[config.mk]
export PLATFORM = sky130hd
export DESIGN_NAME = multi_pattern_detector
export DESIGN_NICKNAME = d
export VERILOG_FILES = /design/src/rtl/multi_pattern_detector.sv
export SDC_FILE = /design/constraint.sdc
export NUM_CORES = 1
export LEC_CHECK = 0
export ABC_AREA = 1
export BUFFER_PORTS_ARGS = -buffer_cell sky130_fd_sc_hd__clkbuf_2
export CORE_ASPECT_RATIO = 0.5
export CORE_MARGIN = 2
export CORE_UTILIZATION = 40
export CTS_CLUSTER_DIAMETER = 200
export DETAILED_ROUTE_END_ITERATION = 16
export RECOVER_POWER = 100
export SLEW_MARGIN = 20
export SYNTH_ARGS = -nofsm -noshare
export SYNTH_HDL_FRONTEND = slang
export SYNTH_SLANG_ARGS = --single-unit
[constraint.sdc]
create_clock -name clk -period 4.6 [get_ports clk]
set_clock_uncertainty 0.2 [all_clocks]
set_input_delay 0.92 -clock clk [delete_from_list [all_inputs] [get_ports clk]]
set_output_delay 0.92 -clock clk [all_outputs]
set_load 0.01 [all_outputs]
[src/rtl/multi_pattern_detector.sv]
// ---------------------------------------------------------------------------
// multi_pattern_detector
// Serial detector for NUM_PAT runtime-programmable PAT_W-bit patterns on a
// valid-qualified single-bit stream. Matches are Mealy (same cycle as the
// final bit). Each slot has an enable and an optional non-overlap lockout.
//
// Optional feature macro: MULTI_PAT_CNT_EN
//   defined   -> per-slot saturating match counters on match_cnt
//   undefined -> no counter flops, match_cnt tied to 0
//
// Ports:
//   clk        rising-edge clock
//   reset      asynchronous active-high reset
//   clear      synchronous flush of history, fill, lockouts and counters
//   in_valid   qualifies in; stream advances only when high
//   in         serial data bit
//   overlap    1 = overlapping matches, 0 = non-overlapping
//   cfg_we     configuration write strobe
//   cfg_idx    slot being written (out-of-range writes are ignored)
//   cfg_pat    pattern value, MSB is the oldest bit
//   cfg_en     slot enable
//   match      per-slot match (combinational)
//   out        OR of match
//   match_cnt  per-slot counters, slot k at [k*CNT_W +: CNT_W]
// ---------------------------------------------------------------------------
module multi_pattern_detector #(
    parameter int unsigned PAT_W   = 4,
    parameter int unsigned NUM_PAT = 2,
    parameter int unsigned CNT_W   = 8,
    parameter int unsigned IDX_W   = (NUM_PAT > 1) ? $clog2(NUM_PAT) : 1
) (
    input  logic                     clk,
    input  logic                     reset,
    input  logic                     clear,
    input  logic                     in_valid,
    input  logic                     in,
    input  logic                     overlap,
    input  logic                     cfg_we,
    input  logic [IDX_W-1:0]         cfg_idx,
    input  logic [PAT_W-1:0]         cfg_pat,
    input  logic                     cfg_en,
    output logic [NUM_PAT-1:0]       match,
    output logic                     out,
    output logic [NUM_PAT*CNT_W-1:0] match_cnt
);

    localparam int unsigned       FILL_W   = $clog2(PAT_W);
    localparam logic [FILL_W-1:0] FILL_MAX = FILL_W'(PAT_W - 1);

    logic [PAT_W-2:0]   hist;
    logic [FILL_W-1:0]  fill;
    logic [PAT_W-1:0]   pat  [NUM_PAT];
    logic [NUM_PAT-1:0] en;
    logic [FILL_W-1:0]  lock [NUM_PAT];
    logic [PAT_W-1:0]   window;
    logic [NUM_PAT-1:0] cfg_hit;

    assign window = {hist, in};

    // Per-slot match decode; lockout is only consulted in non-overlap mode.
    // Out-of-range cfg_idx never equals a slot index, so such writes drop.
    always_comb begin
        match   = '0;
        cfg_hit = '0;
        for (int k = 0; k < NUM_PAT; k++) begin
            match[k]   = in_valid && en[k] && (fill == FILL_MAX) &&
                         (window == pat[k]) && (overlap || (lock[k] == '0));
            cfg_hit[k] = cfg_we && (cfg_idx == IDX_W'(k));
        end
    end

    assign out = |match;

    // Shift history and saturating fill count; clear beats in_valid.
    always_ff @(posedge clk or posedge reset) begin
        if (reset) begin
            hist <= '0;
            fill <= '0;
        end else if (clear) begin
            hist <= '0;
            fill <= '0;
        end else if (in_valid) begin
            hist <= (PAT_W-1)'({hist, in});
            if (fill != FILL_MAX) begin
                fill <= fill + FILL_W'(1);
            end
        end
    end

    // Per-slot pattern, enable and lockout; a config write also clears lockout.
    always_ff @(posedge clk or posedge reset) begin
        if (reset) begin
            en <= '0;
            for (int k = 0; k < NUM_PAT; k++) begin
                pat[k]  <= '0;
                lock[k] <= '0;
            end
        end else begin
            for (int k = 0; k < NUM_PAT; k++) begin
                if (cfg_hit[k]) begin
                    pat[k]  <= cfg_pat;
                    en[k]   <= cfg_en;
                    lock[k] <= '0;
                end else if (clear) begin
                    lock[k] <= '0;
                end else if (in_valid) begin
                    if (!overlap && match[k]) begin
                        lock[k] <= FILL_MAX;
                    end else if (lock[k] != '0) begin
                        lock[k] <= lock[k] - FILL_W'(1);
                    end
                end
            end
        end
    end

`ifdef MULTI_PAT_CNT_EN
    logic [CNT_W-1:0] cnt [NUM_PAT];

    // Saturating per-slot match counters.
    always_ff @(posedge clk or posedge reset) begin
        if (reset) begin
            for (int k = 0; k < NUM_PAT; k++) begin
                cnt[k] <= '0;
            end
        end else begin
            for (int k = 0; k < NUM_PAT; k++) begin
                if (clear) begin
                    cnt[k] <= '0;
                end else if (match[k] && (cnt[k] != '1)) begin
                    cnt[k] <= cnt[k] + CNT_W'(1);
                end
            end
        end
    end

    always_comb begin
        match_cnt = '0;
        for (int k = 0; k < NUM_PAT; k++) begin
            match_cnt[k*CNT_W +: CNT_W] = cnt[k];
        end
    end
`else
    assign match_cnt = '0;
`endif

endmodule

==> flow_summary.json <==
{
  "status": "complete, no violations",
  "rsz0062_at_grt": "false",
  "synth_top_family_by_area": "simple AND/OR/NAND/NOR gates",
  "r2r-start": "lock[0]",
  "min-delay-start": "lock[3]",
  "path_class": "input pin to output pin",
  "ff2ff_path_depth": 12,
  "max-vdd-ir-drop_mv": 0.115,
  "fin_crit_sh": 0.646,
  "synthTopCellsByArea": "dfrtp_1 (42%), nand2_1 (11%), buf_4 (10%)",
  "cts.sinks": 19,
  "overflow": 0,
  "dieWidth_um": 79.7,
  "cts_buffers": 3,
  "ys_warn_count": 0,
  "die_area_um2": 3330,
  "max_freq_mhz": 337,
  "ant_nets": 0,
  "nets": 189,
  "hold_depth": 2,
  "cts.reportedPaths.clkPinSlew_ns": 0.08,
  "hold_end": "lock[3]",
  "p_leak_nw": 0.722,
  "critPathBufInv": 2,
  "wl_per_cell_um": 9.75,
  "synthMuxAreaShare": 0,
  "slowest_delay_ns": 0.23,
  "r2r-end": "lock[0]",
  "startpoint_type": "input pin",
  "critPathTopFamily": "simple AND/OR/NAND/NOR gates",
  "grtUsageTotal": 0.141,
  "worstSetupEndpointType": "output pin",
  "numPortBuffers": 15,
  "viasPerCell": 4.28,
  "cts_tree": "built",
  "relSlewSlack": 0.508,
  "cap_violations": 0,
  "finalNonFillerCells": 209,
  "crit_top_cell": "nand2_1",
  "worst-path-max-fanout": 7,
  "diodes": 0,
  "dieHeight_um": 41.8,
  "synth_simple_gate_area_share": 0.234,
  "vias": 895,
  "io_pins": 32,
  "drive_gt1_frac": 0.0930,
  "antenna_found_initial": 0,
  "cp.required_ns": 3.48,
  "grt_pass1_vias": 779,
  "placedCellCount": 205,
  "hold_viol": 0,
  "critPathSlowestCell": "clkbuf_1",
  "drc": 0,
  "post_cts_buffers": 0,
  "min_period_ns": 2.97,
  "synth_adder_area_share": 0.0328,
  "clk_path_buf_depth": 2,
  "syn-instance-count": 154,
  "row_count": 13,
  "grt_pass1_wl_um": 3590,
  "crit_arrival_ns": 1.85,
  "path_cells": "clkbuf_1 -> nand2_1 -> nor2_1 -> nand3_1 -> nor2_1 -> nand2_1 -> nand2_1 -> clkbuf_1",
  "start_util": 0.432,
  "synth_area_um2": 1140,
  "maxSlewViolCount": 0,
  "synthXorXnorAreaFrac": 0.0383,
  "tns_ns": 0,
  "min_path_type": "register to register",
  "post_cts_resized": 0,
  "synth_seq_area_share": 0.415,
  "yosys.area.top_type": "dfrtp_1",
  "routed_wl_um": 2040,
  "cts_hold_buf": 0,
  "synth.distinct_cells": 17,
  "worstSkewPairLatency_ns": 0.26,
  "ys_ff_latch": 19,
  "grt_max_degree": 20,
  "cts_root_buf": "clkbuf_8",
  "core_um2": 2650,
  "area_growth_pct": 8.52,
  "drt_pass1_iterations": 4,
  "synth_compound_area_frac": 0.0732,
  "finalSetupViolCount": 0,
  "power_density_nw_per_um2": 315,
  "synth_top_area_share": 0.415,
  "synth.avg_cell_area_um2": 7.43,
  "place_congestion": 0.788,
  "drt_iter0_drc": 74,
  "place_hpwl_um": 1610,
  "reg2reg_slack_ns": 2.92,
  "tightestPinTransition_ns": 0.738,
  "nFillCells": 276,
  "htreeDepth": 1
}
where the power goes:
group	internal (mW)	total [mW]	switching (mW)
sequential	0.186	0.198	0.0125
combinational	0.0264	0.0736	0.0472
clock	0.0611	0.120	0.0588
kinds of logic after synthesis:
group / Yosys count
AOI/OAI and AO/OA: 16
DFF: 19
other: 1
adders and majority gates: 3
and+or+nand+nor: 64
xor gates and xnor gates: 5
buffers and inverters: 46
flip-flops by register name (all words and copies together), names as in the netlist:
signal  cells
hist        3
en          2
fill        2
pat         8
lock        4
synthesized netlist by cell type, drive strengths merged:
library cell  count
conb              1
o22ai             3
ha                3
nand4             2
a21oi             1
o21ai            12
dfrtp            19
buf              16
nor3              2
nor2             17
nand2            35
clkinv            1
xor2              5
inv              29
nand3             8
cells in the final DEF (no fill, tap or decap), types with 2 or more instances in the layout:
master / Yosys / final
dfrtp_1: 19 / 19
clkbuf_8: 0 / 3
ha_1: 3 / 3
xor2_1: 5 / 5
nand2_1: 35 / 35
nor2_1: 15 / 16
inv_1: 29 / 29
clkbuf_1: 0 / 5
clkbuf_2: 0 / 10
conb_1: 1 / 16
o21ai_0: 12 / 12
o22ai_1: 3 / 3
nand4_1: 2 / 2
nand3_1: 7 / 7
nor3_1: 2 / 2
worst min-delay path, cell delays in order, from the launching register on:
cell	delay [ns]
dfrtp_1	0.35
nand2_1	0.05
nand2_1	0.05
cell type report:
class	count	area, um2	area share
flip-flops and latches	19	475	0.383
clock buffers	3	41.3	0.0332
multi-input cells	104	490	0.395
well taps	37	46.3	0.0373
repair buffers	15	68.8	0.0554
clock inverters	1	7.51	0.00604
inverters	30	113	0.0906
worst max path at each step:
stage | startpoint | end | slack, ns | depth (start not counted)
2_1_floorplan | in | out | 2.08 | 6
3_3_place_gp | in_valid | out | 1.80 | 8
3_5_place_dp | in_valid | out | 1.78 | 8
4_1_cts | in_valid | out | 1.77 | 8
5_1_grt | in_valid | out | 1.45 | 8
6_report | in_valid | out | 1.63 | 8
per-stage QoR:
step / setup slack (ns) / area, um2 / hold WS (ns) / utilization / total power, mW
detailed placement: 1.78 / 1200 / 0.267 / 0.454 / 0.276
floorplan: 2.08 / 1200 / 0.242 / - / 0.264
finish: 1.63 / 1240 / 0.282 / 0.469 / 0.392
CTS: 1.77 / 1250 / 0.284 / 0.472 / 0.397
global route: 1.45 / 1240 / 0.292 / 0.469 / 0.420
global placement: 1.80 / 1200 / 0.265 / 0.454 / 0.274
routing by layer:
metal	global-route usage	up-vias	routed length (um)
li1	-	474	-
met1	0.212	389	1090
met2	0.197	30	797
met3	0.0457	2	137
met4	0.0310	0	12
met5	0	-	0
No activity file was read; power rests on OpenSTA's default activity.
